$ cat src/rtl/forward_buffer.sv
// forward_buffer: shift history of recent write-backs with NUM_RD bypass lookups.
// Optional same-cycle write-through: define FORWARD_BUFFER_WRITETHRU_EN.
module forward_buffer #(
  parameter int DATA_W   = 64,
  parameter int ADDR_W   = 5,
  parameter int DEPTH    = 2,
  parameter int NUM_RD   = 2,
  parameter int ZERO_REG = 31,
  parameter int AGE_W    = 3
) (
  input  logic                     clk,
  input  logic                     reset,
  input  logic                     wr_en,
  input  logic [ADDR_W-1:0]        wr_key,
  input  logic [DATA_W-1:0]        wr_data,
  input  logic                     stall,
  input  logic                     flush,
  input  logic [NUM_RD*ADDR_W-1:0] rd_key,
  output logic [NUM_RD*DATA_W-1:0] rd_data,
  output logic [NUM_RD-1:0]        rd_hit,
  output logic [NUM_RD*AGE_W-1:0]  rd_age
);

  localparam logic [ADDR_W-1:0] ZKEY = ADDR_W'(ZERO_REG);
`ifdef FORWARD_BUFFER_WRITETHRU_EN
  localparam int WT = 1;
`else
  localparam int WT = 0;
`endif

  logic              v_q    [DEPTH];
  logic [ADDR_W-1:0] key_q  [DEPTH];
  logic [DATA_W-1:0] data_q [DEPTH];

  logic              wr_ok;
  logic              wt_act;
  logic [ADDR_W-1:0] rk;

  assign wr_ok  = wr_en && (wr_key != ZKEY);
  assign wt_act = reset && wr_ok && !flush && !stall;

  // History register: flush clears, stall holds, else shift in the write
  always_ff @(posedge clk or negedge reset) begin
    if (!reset) begin
      for (int k = 0; k < DEPTH; k++) begin
        v_q[k]    <= 1'b0;
        key_q[k]  <= '0;
        data_q[k] <= '0;
      end
    end else if (flush) begin
      for (int k = 0; k < DEPTH; k++)
        v_q[k] <= 1'b0;
    end else if (!stall) begin
      for (int k = DEPTH-1; k >= 1; k--) begin
        v_q[k]    <= v_q[k-1];
        key_q[k]  <= key_q[k-1];
        data_q[k] <= data_q[k-1];
      end
      v_q[0]    <= wr_ok;
      key_q[0]  <= wr_key;
      data_q[0] <= wr_data;
    end
  end

  // Per-channel lookup; scan oldest to youngest so the youngest match wins
  always_comb begin
    rd_hit  = '0;
    rd_data = '0;
    rd_age  = '0;
    rk      = '0;
    for (int i = 0; i < NUM_RD; i++) begin
      rk = rd_key[i*ADDR_W +: ADDR_W];
      if (rk != ZKEY) begin
        for (int k = DEPTH-1; k >= 0; k--) begin
          if (v_q[k] && key_q[k] == rk) begin
            rd_hit[i]                  = 1'b1;
            rd_data[i*DATA_W +: DATA_W] = data_q[k];
            rd_age[i*AGE_W +: AGE_W]   = AGE_W'(k + WT);
          end
        end
        if (WT == 1 && wt_act && wr_key == rk) begin
          rd_hit[i]                  = 1'b1;
          rd_data[i*DATA_W +: DATA_W] = wr_data;
          rd_age[i*AGE_W +: AGE_W]   = '0;
        end
      end
    end
  end

endmodule

$ cat config.mk
export PLATFORM = sky130hd
export DESIGN_NAME = forward_buffer
export DESIGN_NICKNAME = d
export VERILOG_FILES = /design/src/rtl/forward_buffer.sv
export SDC_FILE = /design/constraint.sdc
export NUM_CORES = 1
export LEC_CHECK = 0
export CORE_ASPECT_RATIO = 1.75
export CORE_MARGIN = 4
export CORE_UTILIZATION = 50
export DETAILED_ROUTE_END_ITERATION = 10
export PLACE_DENSITY = 0.95
export RECOVER_POWER = 50
export SLEW_MARGIN = 10
export SYNTH_ARGS = -nofsm -noshare
export SYNTH_HDL_FRONTEND = slang
export SYNTH_SLANG_ARGS = --single-unit
$ cat constraint.sdc
create_clock -name clk -period 3.9 [get_ports clk]
set_input_delay 0.78 -clock clk [delete_from_list [all_inputs] [get_ports clk]]
set_output_delay 0.78 -clock clk [all_outputs]
set_load 0.02 [all_outputs]
==> impl_metrics.json <==
{
  "status": "finished, violations left",
  "violations": "max-capacitance violations, max-slew violations",
  "synth-compound-area-share": 0.169,
  "relSlewSlack": -0.913,
  "synth_top_area_frac": 0.518,
  "yosysWarnings": 0,
  "postLayoutCoreUtil": 0.722,
  "tritoncts": "done",
  "grt_pass1_wl_um": 31000,
  "dieArea_um2": 15500,
  "regArea_um2": 3500,
  "clk_path_buf_depth": 2,
  "min_from": "data_q[34]$_DFFE_PN0P_",
  "hold_path_end": "data_q[34]$_DFFE_PN0P_",
  "synthMuxAreaShare": 0.231,
  "htreeDepth": 4,
  "dp_hpwl_um": 13500,
  "timing.rr.start": "key_q[8]$_DFFE_PN0P_",
  "grt_max_degree": 77,
  "final_area_um2": 9610,
  "syn_area_um2": 6770,
  "dr.pass1.iters": 4,
  "rr_worst_depth": 1,
  "synthSimpleGateAreaFrac": 0.0240,
  "min_path_cells": 1,
  "powerDensity_nw_per_um2": 445,
  "place_congestion": 0.872,
  "final_hold_viol_count": 0,
  "grt-ovfl-total": 0,
  "crit_fanout": 32,
  "crit_type": "in2out",
  "grt_pass1_vias": 5841,
  "root_buffer": "clkbuf_16",
  "yosys_register_bits": 140,
  "core_area_um2": 13300,
  "yosysSeqAreaShare": 0.518,
  "final_common_cell": "dfrtp_1",
  "routed_via_density": 5.85,
  "critPathMaxStageDelay_ps": 470,
  "clk_latency_ps": 420,
  "max_freq_mhz": 262,
  "cp.arrival_ps": 3030,
  "skew_ps": 10.8,
  "pin_count": 220,
  "cp-end-kind": "primary output",
  "antenna_found_initial": 1,
  "placed_area_um2": 9220,
  "power_leakage_nw": 4.45,
  "wl_per_cell_um": 21.5,
  "dieWidth_um": 96.0,
  "ant_nets": 0,
  "layout.nets": 801,
  "synthCells": 503,
  "cp-start-kind": "input pin",
  "grt_usage": 0.263,
  "rsz0062_at_grt": "no",
  "drive_gt1_frac": 0.322,
  "synthTopCellsByArea": "dfrtp_1, mux2_2, a22o_1",
  "drcViolationCount": 0,
  "finalCritPeriodShare": 0.977,
  "area_growth_syn_to_layout_pct": 42.0,
  "vias": 5296,
  "path_clk_slew_ps": 50,
  "peakVddDrop_mv": 0.341,
  "yosys.area.top_type": "dfrtp_1",
  "final_cell_mix": "dfrtp_1, mux2_2, a22o_1",
  "setup_viol": 0,
  "cts_sinks": 140,
  "r2r_end": "key_q[8]$_DFFE_PN0P_",
  "die_y_um": 162,
  "drtIter0Drc": 213,
  "num_rows": 56,
  "reg2reg_slack_ps": 3030,
  "crit_required_ps": 3120,
  "hold_buffers": 0,
  "io_buffers": 215,
  "synth_area_per_cell_um2": 13.5,
  "tightest_slew_ps": 2870,
  "ys_types": 26,
  "cts_buffers": 17,
  "synth_top_family_by_area": "multiplexers",
  "cp_slowest_cell": "clkdlybuf4s50_1",
  "fin_crit_ps": 3810,
  "multi_input_area_um2": 3090,
  "synth_xor_area_frac": 0.0259,
  "drt_wl_total_um": 19400,
  "initial_core_util": 0.508,
  "synth-adder-area-share": 0,
  "hold_slack_ps": 534,
  "min_path_type": "reg2reg",
  "cap_viol_max_count": 3,
  "n_fill_cell": 923,
  "cp_cell_sequence": "clkdlybuf4s50_1, xor2_1, nor4_2, nand4_1, nor2_4, buf_4, buf_12, a22o_1, clkdlybuf4s15_1",
  "drv_slew": 197
}
## cells by family after synthesis
family	count (synthesis)
AOI/OAI and AO/OA	131
xor gates and xnor gates	20
buffers and inverters	45
DFF	140
muxes	139
other	1
and+or+nand+nor	27
## state kept, by name, summed over array words and instances (netlist names)
name    count
data_q    128
v_q         2
key_q      10
## how the worst max path moves through the flow
stage	from	endpoint	slack [ps]	cells past startpoint
3_5_place_dp	rd_key[4]	rd_data[37]	-400	8
6_report	rd_key[6]	rd_data[83]	90	9
3_3_place_gp	rd_key[4]	rd_data[37]	-300	8
4_1_cts	rd_key[8]	rd_data[75]	3	9
5_1_grt	rd_key[6]	rd_data[93]	2	9
2_1_floorplan	rd_key[3]	rd_data[52]	920	6
## where the power goes
group,switching (mW),internal [mW]
clock network,0.651,1.06
logic,0.215,0.359
registers,0.262,1.74
total,1.13,3.15
## critical path: cells and delay by family
family / cells / cell delay [ps]
buf+inv: 4 / 1090
simple gates: 3 / 810
xor+xnor: 1 / 180
compound gates: 1 / 150
## cell usage after synthesis
cell        n
conb_1      1
dfrtp_1   140
a32o_1      4
nand2b_1    1
a21oi_1     2
nor3_1      1
mux2_2    138
o21ai_0     1
nor2_1      6
and2_1      1
and3_1      3
xor2_1     12
nor4_1      3
nor2_8      1
buf_2      25
nand4_1     2
xnor2_1     8
buf_1       2
a22o_1    124
buf_4       5
clkbuf_1   13
or4_4       1
mux2i_1     1
nand3_1     4
nand2_1     3
nor3_2      1
## area by class of cell
type / count / area share
timing repair buffer: 237 / 0.225
clock inverter: 13 / 0.0187
sequential: 140 / 0.364
clock buffer: 19 / 0.0471
multi-input combinational: 321 / 0.321
antenna: 1 / 0.000260
tap: 174 / 0.0226
## layer usage
| layer | up-vias | global-route usage | wire length, um |
|---|---|---|---|
| met4 | 0 | 0.166 | 1170 |
| li1 | 2351 | - | - |
| met2 | 242 | 0.469 | 10600 |
| met5 | - | 0 | 0 |
| met1 | 2638 | 0.275 | 6650 |
| met3 | 65 | 0.0459 | 1010 |
## repair_timing
action,4_1_cts,5_1_grt
resized for setup,150,69
setup buffers,3,0
pin swaps,4,3
gates cloned,1,0
endpoints found under the setup margin,129,84
## stage by stage
stage               TNS (ps)  worst slack (ps)  total power, mW  cells
floorplan                  0               916             2.31    506
global placement      -20640              -302             2.53    868
detailed placement    -28160              -400             2.60    868
CTS                        0              2.81             4.32    904
global route               0              2.30             4.48    905
finish                     0              89.1             4.28    905
Note: power is estimated with default switching activity, not from simulation.
